==> src/rtl/seg7_pkg.sv <==
// seg7_pkg: shared constants for the seven-segment scanner.
// Holds the nibble width, the blank pattern and the 16 active-low hex
// segment patterns, bit order {g,f,e,d,c,b,a} (0 = segment lit).
package seg7_pkg;
  localparam int NIB_W = 4;

  typedef logic [6:0] seg7_t;

  localparam seg7_t SEG7_OFF   = 7'h7F;
  localparam seg7_t SEG7_HEX_0 = 7'b1000000;
  localparam seg7_t SEG7_HEX_1 = 7'b1111001;
  localparam seg7_t SEG7_HEX_2 = 7'b0100100;
  localparam seg7_t SEG7_HEX_3 = 7'b0110000;
  localparam seg7_t SEG7_HEX_4 = 7'b0011001;
  localparam seg7_t SEG7_HEX_5 = 7'b0010010;
  localparam seg7_t SEG7_HEX_6 = 7'b0000010;
  localparam seg7_t SEG7_HEX_7 = 7'b1111000;
  localparam seg7_t SEG7_HEX_8 = 7'b0000000;
  localparam seg7_t SEG7_HEX_9 = 7'b0010000;
  localparam seg7_t SEG7_HEX_A = 7'b0001000;
  localparam seg7_t SEG7_HEX_B = 7'b0000011;
  localparam seg7_t SEG7_HEX_C = 7'b1000110;
  localparam seg7_t SEG7_HEX_D = 7'b0100001;
  localparam seg7_t SEG7_HEX_E = 7'b0000110;
  localparam seg7_t SEG7_HEX_F = 7'b0001110;
endpackage

==> src/rtl/seg7_scan_mux_if.sv <==
// seg7_scan_mux_if: display-side bundle of the scanner.
//   en, value, dp                 : driven by the master (counter logic)
//   seg, seg_dp, light, frame_start: driven by the slave (scanner)
interface seg7_scan_mux_if #(
  parameter int NDIG = 4
);
  logic                en;
  logic [4*NDIG-1:0]   value;
  logic [NDIG-1:0]     dp;
  logic [6:0]          seg;
  logic                seg_dp;
  logic [NDIG-1:0]     light;
  logic                frame_start;

  modport master (output en, value, dp, input seg, seg_dp, light, frame_start);
  modport slave  (input en, value, dp, output seg, seg_dp, light, frame_start);
endinterface

==> src/rtl/seg7_hex_decode.sv <==
// seg7_hex_decode: combinational 4-bit hex to 7-segment decode.
//   nib : hex digit in
//   seg : {g,f,e,d,c,b,a}, active-low
module seg7_hex_decode
  import seg7_pkg::*;
(
  input  logic [NIB_W-1:0] nib,
  output seg7_t            seg
);
  always_comb begin
    seg = SEG7_OFF;
    case (nib)
      4'h0: seg = SEG7_HEX_0;
      4'h1: seg = SEG7_HEX_1;
      4'h2: seg = SEG7_HEX_2;
      4'h3: seg = SEG7_HEX_3;
      4'h4: seg = SEG7_HEX_4;
      4'h5: seg = SEG7_HEX_5;
      4'h6: seg = SEG7_HEX_6;
      4'h7: seg = SEG7_HEX_7;
      4'h8: seg = SEG7_HEX_8;
      4'h9: seg = SEG7_HEX_9;
      4'hA: seg = SEG7_HEX_A;
      4'hB: seg = SEG7_HEX_B;
      4'hC: seg = SEG7_HEX_C;
      4'hD: seg = SEG7_HEX_D;
      4'hE: seg = SEG7_HEX_E;
      default: seg = SEG7_HEX_F;
    endcase
  end
endmodule

==> src/rtl/seg7_scan_mux.sv <==
// seg7_scan_mux: time-multiplexed scanner for NDIG common-anode digits.
//   CLK, RST    : clock (rising edge), async active-high reset
//   bus.en      : scan enable, low forces the display dark
//   bus.value   : hex nibbles, nibble i = digit i (digit 0 rightmost)
//   bus.dp      : per-digit decimal point request
//   bus.seg     : {g,f,e,d,c,b,a}, active-low   bus.seg_dp : active-low
//   bus.light   : digit enables, active-low      bus.frame_start : slot-0 pulse
// Each slot is PRESCALE cycles, the first BLANK_CYCLES of which are dark.
// value/dp are snapshotted at the start of slot 0 so a frame never tears.
// Optional: define SEG7_LZ_SUPPRESS_EN for leading-zero suppression.
module seg7_scan_mux
  import seg7_pkg::*;
#(
  parameter int NDIG         = 4,
  parameter int PRESCALE     = 50000,
  parameter int BLANK_CYCLES = 2
) (
  input logic          CLK,
  input logic          RST,
  seg7_scan_mux_if.slave bus
);
  localparam int CW = (PRESCALE > 1) ? $clog2(PRESCALE) : 1;
  localparam int IW = $clog2(NDIG);
  localparam logic [CW-1:0] CNT_LAST  = CW'(PRESCALE - 1);
  localparam logic [CW-1:0] CNT_BLANK = CW'(BLANK_CYCLES);
  localparam logic [IW-1:0] IDX_LAST  = IW'(NDIG - 1);

  logic [CW-1:0]                 cnt;
  logic [IW-1:0]                 idx;
  logic [NDIG-1:0][NIB_W-1:0]    val_in, shadow, frame_val;
  logic [NDIG-1:0]               dp_sh, frame_dp, frame_sup;
  logic                          take, blank;
  seg7_t                         hex;

  seg7_t                         seg_q;
  logic                          seg_dp_q, fs_q;
  logic [NDIG-1:0]               light_q;

  assign val_in = bus.value;
  assign take   = bus.en && (cnt == '0) && (idx == '0);
  assign blank  = cnt < CNT_BLANK;

  // On the snapshot cycle the shadow is not loaded yet, so bypass the
  // incoming value; this matters when BLANK_CYCLES = 0.
  assign frame_val = take ? val_in : shadow;
  assign frame_dp  = take ? bus.dp : dp_sh;

`ifdef SEG7_LZ_SUPPRESS_EN
  logic [NDIG:0]   chain;
  logic [NDIG-1:0] sup_q;

  // chain[i]: digit i and every digit above it are zero with no dp.
  // Digit 0 is never suppressed.
  always_comb begin
    chain       = '0;
    chain[NDIG] = 1'b1;
    for (int i = NDIG - 1; i >= 1; i--)
      chain[i] = (val_in[i] == '0) && !bus.dp[i] && chain[i+1];
  end

  always_ff @(posedge CLK or posedge RST)
    if (RST)       sup_q <= '0;
    else if (take) sup_q <= chain[NDIG-1:0];

  assign frame_sup = take ? chain[NDIG-1:0] : sup_q;
`else
  assign frame_sup = '0;
`endif

  seg7_hex_decode u_dec (
    .nib (frame_val[idx]),
    .seg (hex)
  );

  always_ff @(posedge CLK or posedge RST)
    if (RST) begin
      cnt      <= '0;
      idx      <= '0;
      shadow   <= '0;
      dp_sh    <= '0;
      seg_q    <= SEG7_OFF;
      seg_dp_q <= 1'b1;
      light_q  <= '1;
      fs_q     <= 1'b0;
    end else if (!bus.en) begin
      cnt      <= '0;
      idx      <= '0;
      seg_q    <= SEG7_OFF;
      seg_dp_q <= 1'b1;
      light_q  <= '1;
      fs_q     <= 1'b0;
    end else begin
      if (take) begin
        shadow <= val_in;
        dp_sh  <= bus.dp;
      end
      fs_q <= take;

      if (cnt == CNT_LAST) begin
        cnt <= '0;
        idx <= (idx == IDX_LAST) ? '0 : idx + 1'b1;
      end else begin
        cnt <= cnt + 1'b1;
      end

      if (blank || frame_sup[idx]) begin
        seg_q    <= SEG7_OFF;
        seg_dp_q <= 1'b1;
        light_q  <= '1;
      end else begin
        seg_q    <= hex;
        seg_dp_q <= ~frame_dp[idx];
        light_q  <= ~(NDIG'(1) << idx);
      end
    end

  assign bus.seg         = seg_q;
  assign bus.seg_dp      = seg_dp_q;
  assign bus.light       = light_q;
  assign bus.frame_start = fs_q;
endmodule
==> src/flat_wrapper.sv <==
// flat-port wrapper written by rule: the top's interface ports become plain ports
module seg7_scan_mux_flat import seg7_pkg::*;
#(
  parameter int NDIG         = 4,
  parameter int PRESCALE     = 50000,
  parameter int BLANK_CYCLES = 2
)
  (CLK, RST, bus_en, bus_value, bus_dp, bus_seg, bus_seg_dp, bus_light, bus_frame_start);
  seg7_scan_mux_if #(.NDIG(NDIG)) bus_i ();
  input logic CLK;
  input logic RST;
  input wire logic [$bits(bus_i.en)-1:0] bus_en;
  input wire logic [$bits(bus_i.value)-1:0] bus_value;
  input wire logic [$bits(bus_i.dp)-1:0] bus_dp;
  output wire logic [$bits(bus_i.seg)-1:0] bus_seg;
  output wire logic [$bits(bus_i.seg_dp)-1:0] bus_seg_dp;
  output wire logic [$bits(bus_i.light)-1:0] bus_light;
  output wire logic [$bits(bus_i.frame_start)-1:0] bus_frame_start;
  assign bus_i.en = bus_en;
  assign bus_i.value = bus_value;
  assign bus_i.dp = bus_dp;
  assign bus_seg = bus_i.seg;
  assign bus_seg_dp = bus_i.seg_dp;
  assign bus_light = bus_i.light;
  assign bus_frame_start = bus_i.frame_start;
  seg7_scan_mux #(.NDIG(NDIG), .PRESCALE(PRESCALE), .BLANK_CYCLES(BLANK_CYCLES)) u_core (.CLK(CLK), .RST(RST), .bus(bus_i));
endmodule
==> config.mk <==
export PLATFORM = sky130hd
export DESIGN_NAME = seg7_scan_mux_flat
export DESIGN_NICKNAME = d
export VERILOG_FILES = /design/src/rtl/seg7_pkg.sv /design/src/rtl/seg7_scan_mux_if.sv /design/src/rtl/seg7_hex_decode.sv /design/src/rtl/seg7_scan_mux.sv /design/src/flat_wrapper.sv
export SDC_FILE = /design/constraint.sdc
export NUM_CORES = 1
export LEC_CHECK = 0
export ABC_AREA = 0
export CAP_MARGIN = 20
export CORE_AREA = 2 2 78 80
export CTS_CLUSTER_DIAMETER = 80
export DETAILED_ROUTE_END_ITERATION = 8
export DIE_AREA = 0 0 80 82
export PLACE_DENSITY = 0.76
export SLEW_MARGIN = 0
export SYNTH_ARGS = -nofsm -noshare
export SYNTH_HDL_FRONTEND = slang
export SYNTH_SLANG_ARGS = --single-unit
==> constraint.sdc <==
create_clock -name CLK -period 2.99 [get_ports CLK]
set_input_delay 0.7475 -clock CLK [delete_from_list [all_inputs] [get_ports CLK]]
set_output_delay 0.7475 -clock CLK [all_outputs]
set_load 0.01 [all_outputs]
# ---- Word level (Yosys, flattened, before mapping)
# Memory sizes are Yosys's and may differ from the RTL's.
# Cells that the tools add are included.
dict set report word_totals {
  reg_bits 51
  rom_bits 112
  input_bits 23
  output_inout_bits 13
  wordCells 47
  n_memories 1
}
dict set report classes {
  n_addsub 2
  order_cmp 2
  n_eq_ne 3
  shift 1
  mux 20
  bitwise_logic 2
  reduce_logical 5
}
# name depth width rd rd_clocked_by_memory_dff write_ports line_no
set mem_list {}
lappend mem_list {{(name not given)} 16 7 1 0 0 seg7_hex_decode.sv:12} ;# case (nib)
# op count
set op_table {}
lappend op_table {{$mux 16} 3}
lappend op_table {{$add 16x1->16 const B} 1}
lappend op_table {{$eq 16x16->1 const B} 1}
lappend op_table {{$logic_not 16->1} 1}
lappend op_table {{$lt 16x2->1 const B} 1}
lappend op_table {{$mux 4} 4}
lappend op_table {{$mux 7} 2}
lappend op_table {{$bmux 4 s2} 1}
lappend op_table {{$mux 2} 3}
lappend op_table {{$mux 1} 5}
lappend op_table {{$bmux 1 s2} 2}
lappend op_table {{$not 4->4} 1}
lappend op_table {{$shl 1x2->4 const A} 1}
lappend op_table {{$lt 2x3->1 const B} 1}
lappend op_table {{$add 2x1->2 const B} 1}
lappend op_table {{$eq 2x2->1 const B} 1}
lappend op_table {{$logic_and 1x1->1} 2}
lappend op_table {{$logic_not 2->1} 1}
lappend op_table {{$ne 2x1->1 const B} 1}
lappend op_table {{$logic_or 1x1->1} 1}
lappend op_table {{$not 1->1} 1}

# ---- Depth between registers and ports, before layout
dict set report depth {
  word_depth 9
  mapped_depth 13
  depth_no_buf 11
}

# ---- Hierarchy
# From an unflattened synthesis, not the netlist that was laid out.
dict set report hier_totals {
  hier_cells 209
  hier_area_um2 2627.5
}
# mod n_inst cells_each area_per_inst_um2 seq_area_each_um2
set modules_own_cells {}
lappend modules_own_cells {seg7_scan_mux 1 178 2374.8 1291.2}
lappend modules_own_cells {seg7_hex_decode 1 31 252.7 0.0}

# ---- Worst setup path after synthesis
# Ideal clock, no wire load.
dict set report synth_timing {
  kind {reg-to-reg}
  start {register u_core.cnt[14]}
  end {register u_core.seg_q[3], in the netlist u_core.bus.seg[3]}
  setup_ns 0.079
  t_arrival_ns 2.902
  required_ns 2.911
  path_slack_ns 0.009
  stages_incl_launch_ff 12
  path_buffers 2
  synth_period_minus_slack_ns 2.981
  path_cell_list {dfrtp_1 > nor4_1 > nand4_2 > nor2_2 > buf_6 > buf_6 > mux2_2 > mux4_2 > inv_1 > ha_1 > o211a_1 > o21ai_0}
}
dict set report synth_between {
  elab_chain_len 9
  elab_cells_between_ends 11
  classes_between {order compare: 1; mux: 5; reduce/logical: 4; memory: 1}
}
# element line_no
set synth_lines {}
lappend synth_lines {{start, declared} seg7_scan_mux.sv:28} ;# logic [CW-1:0] cnt;
lappend synth_lines {{start signal, assigned} seg7_scan_mux.sv:103} ;# cnt <= cnt + 1'b1;
lappend synth_lines {{$logic_not 16->1} seg7_scan_mux.sv:40} ;# assign take = bus.en && (cnt == '0) && (idx == '0);
lappend synth_lines {{$logic_and 1x1->1 (2 in a row)} seg7_scan_mux.sv:40}
lappend synth_lines {{$mux 16} seg7_scan_mux.sv:45} ;# assign frame_val = take ? val_in : shadow;
lappend synth_lines {{$bmux 4 s2} seg7_scan_mux.sv:71} ;# .nib (frame_val[idx]),
lappend synth_lines {{$mux 4 (implied by the code)} seg7_scan_mux.sv:71}
lappend synth_lines {{$mem_v2 16x7} n/a}
lappend synth_lines {{$mux 7 *} seg7_scan_mux.sv:106} ;# if (blank || frame_sup[idx]) begin
lappend synth_lines {{$mux 7 *} seg7_scan_mux.sv:85} ;# end else if (!bus.en) begin
lappend synth_lines {{end signal, assigned} seg7_scan_mux.sv:88} ;# seg_q <= SEG7_OFF;
lappend synth_lines {{end signal, assigned} seg7_scan_mux.sv:107} ;# seg_q <= SEG7_OFF;
lappend synth_lines {{end signal, assigned} seg7_scan_mux.sv:111} ;# seg_q <= hex;
lappend synth_lines {{end, declared} seg7_scan_mux.sv:35} ;# seg7_t seg_q;
# Mark *: on every way between the ends. The rest lies on a longest branch, timed or not. The select of a mux whose other input is x is not followed.
# A chain may end at the register's enable or synchronous reset.

# ---- Worst setup path in the final report
dict set report layout_timing {
  start {register u_core.cnt[13]}
  end {register u_core.seg_q[3], in the netlist u_core.bus.seg[3]}
}
# The elaborated chain is that of the path after synthesis.

==> impl_metrics.py <==
metrics = {
    "clock_network": {
        "ctsHoldBuffers": 0,
        "clockBufferDepth": 2,
        "clk_latency_ns": 0.31,
        "clk_pin_slew_ns": 0.09,
        "cts_tree": "done",
        "cts_sinks": 51,
        "h-tree-depth": 2,
        "clockRootBuffer": "clkbuf_8",
        "cts_made_buffers": 5,
    },
    "timing": {
        "finalHoldViolCount": 0,
        "fmaxAchievable_mhz": 344,
        "fin_setup_tns_ns": 0,
        "slew_viol_final": 0,
        "period_needed_ns": 2.91,
        "whs_ns": 0.497,
        "fin_skew_ns": 0.00562,
        "max_slew_margin_pct": 57.9,
        "setup_violations": 0,
        "fin_crit_sh_pct": 97.3,
        "grt_setup_unrepaired": "true",
        "worstMarginPinSlew_ns": 0.632,
    },
    "finish": {
        "drive_gt1_share_pct": 33.7,
        "final_common_cell": "dfrtp_1",
        "diodes": 0,
        "layout.cells.non_filler": 345,
        "final_area_mm2": 0.00331,
        "final_cell_mix": "dfrtp_1, clkdlybuf4s50_1, buf_4, nor2_1, mux2_2",
        "final_nets": 304,
        "synthToLayoutAreaGrowth_pct": 33.5,
    },
    "setup_path": {
        "cp.arrival_ns": 3.13,
        "cp-start-kind": "flop",
        "crit_family": "multiplexers",
        "max_stage_delay_ns": 0.51,
        "worstSetupPathType": "flop to flop",
        "crit_path_cell_trace": "nor4_4, nand4_2, nor2_4, clkbuf_16, mux2_2, mux4_2, buf_4, ha_1, a211oi_2, o21ai_2",
        "path_buf_inv": 2,
        "crit_required_ns": 3.21,
        "slowest_stage": "mux4_2",
        "endpoint_kind": "flop",
        "crit_fanout": 5,
    },
    "die": {
        "row_count": 28,
        "start_util_pct": 43.1,
        "core_area_mm2": 0.00575,
        "ios": 36,
        "die_area_mm2": 0.00656,
        "die_w_um": 80,
        "die_h_um": 82,
    },
    "synth": {
        "yosysSeqAreaShare_pct": 52.1,
        "ys.flop_type": "dfrtp_1",
        "synth_cells": 204,
        "synth_edf_count": 0,
        "synth_top_area_cell": "dfrtp_1",
        "synth-seq-cells": 51,
        "ys_types": 40,
        "syn_avg_cell_area_um2": 12.1,
        "ys_warn_count": 0,
        "synth.area.top_cells": "dfrtp_1, dfstp_2, mux2_2, ha_1, mux4_2",
        "yosysTopAreaCellShare_pct": 39.4,
        "async_flop_share_pct": 100,
        "synth_nets": 239,
        "syn_area_mm2": 0.00248,
    },
    "routing": {
        "wl_per_cell_um": 14.0,
        "highest_layer": "met4",
        "drt-total-wl_mm": 4.82,
        "drtIter0Drc": 58,
        "wl_met2_mm": 2.37,
        "via_per_inst": 4.97,
        "ant_nets": 0,
        "drtPass1Iterations": 4,
        "drc": 0,
        "m1WireLength_mm": 2.23,
        "vias": 1716,
        "wl_met3_um": 149,
    },
    "placement": {
        "io_buffers": 35,
        "dpl-instance-area_mm2": 0.00303,
        "dp_cells": 328,
        "hpwl_mm": 3.36,
        "gp_congestion": 0.880,
    },
    "job": {
        "max_cap_viol_count": 0,
    },
    "power_and_ir_drop": {
        "p_per_area_mw_per_mm2": 559,
        "p_leak_nw": 1.42,
        "peakVddDrop_uv": 365,
    },
    "worst_hold_path": {
        "hold_class": "flop to flop",
    },
    "grt": {
        "grt-ovfl-total": 0,
        "antenna_found_initial": 0,
        "grt_pass1_wl_mm": 8.00,
        "grt.total_usage_pct": 15.8,
        "grt_max_degree": 52,
        "grt_pass1_vias": 1746,
    },
    "run_status": {
        "status": "complete, no violations",
    },
}
==> cell families (layout without fill, tap and decap cells) <==
family                   Yosys count  in the layout  synth area share [%]
AND/OR/NAND/NOR                   66             66                  13.5
flip-flops                        51             51                  52.1
multiplexers                      28             28                  15.4
AO/OA/AOI/OAI                     19             19                  5.20
buffers and inverters             16             82                  3.49
adder cells (fa/ha/maj)           12             12                  6.06
XOR/XNOR                          12             12                  4.24
==> cell type report <==
class / instances / area (µm²)
Sequential cell: 51 / 1290
Tap cell: 75 / 93.8
Fill cell: 455 / 2440
Clock inverter: 2 / 60.1
Multi-Input combinational cell: 137 / 1150
Timing Repair Buffer: 64 / 601
Inverter: 10 / 37.5
Clock buffer: 6 / 72.6
==> through the flow <==
step                      power (mW)  setup slack, ns  utilization, %
after detailed placement        1.23           -0.361            52.8
after CTS                       1.80           0.0220            55.4
final                           1.85           0.0814            57.5
after floorplan                 1.09          0.00908               -
after global routing            1.94          -0.0321            57.5
after global placement          1.22           -0.281            52.8
==> final timing paths <==
kind / startpoint / to / slack, ns / depth (start not counted)
max in group asynchronous: RST / u_core.cnt[13] / 1.61 / 3
worst max-delay path: u_core.cnt[13] / u_core.bus.seg[3] / 0.08 / 10
worst min-delay path: u_core.dp_sh[2] / u_core.dp_sh[2] / 0.50 / 1
worst min register to register: u_core.dp_sh[2] / u_core.dp_sh[2] / 0.50 / 1
worst max register to register: u_core.cnt[13] / u_core.bus.seg[3] / 0.08 / 10
min in group asynchronous: RST / u_core.dp_sh[3] / 0.93 / 3
==> worst reg2reg max path: cells and delay by family (launching register included) <==
kind	cells	cell delay [ns]
mux	2	0.84
simple gates	3	0.65
flops	1	0.46
buf+inv	2	0.34
compound gates	2	0.32
fa+ha+maj	1	0.22
==> power by group <==
group          switching [mW]  total (mW)  internal, mW
registers              0.0241       0.804         0.780
clock network           0.229       0.563         0.334
logic                   0.208       0.479         0.271
==> cells in the mapped netlist (2+ instances only) <==
cell       n
ha_1      12
mux2_2    18
dfrtp_1   39
nand4_1    5
xor2_1     6
nand2_1   16
inv_1     10
xnor2_1    6
clkbuf_1   2
o211ai_1   4
nand3_1    6
nor3_1     2
dfstp_2   12
mux2i_1    2
buf_6      3
o21ai_0    3
mux2_4     3
or3_1      4
o221ai_1   2
nor2_1    19
and3_1     3
nor2b_1    2
mux4_2     5
a21oi_1    4
==> registers in the layout (all words and copies together), names as in the netlist <==
signal / cells
u_core.cnt: 16
u_core.shadow: 16
u_core.bus.seg: 7
u_core.bus.light: 4
u_core.dp_sh: 4
u_core.idx: 2
u_core.bus.frame_start: 1
u_core.bus.seg_dp: 1
==> timing repair <==
action / in CTS / in global routing
gates cloned: 0 / 1
resized for setup: 3 / 12
buffers inserted: 1 / 7
endpoints found under the setup margin: 1 / 5
pin swaps: 0 / 3
==> per-layer routing <==
| layer | global-route usage (%) | up-vias |
|---|---|---|
| li1 | - | 839 |
| met1 | 19.8 | 845 |
| met2 | 26.6 | 26 |
| met3 | 4.07 | 6 |
| met4 | 5.93 | 0 |
| met5 | 0 | - |
(Power assumes the default switching activity.)
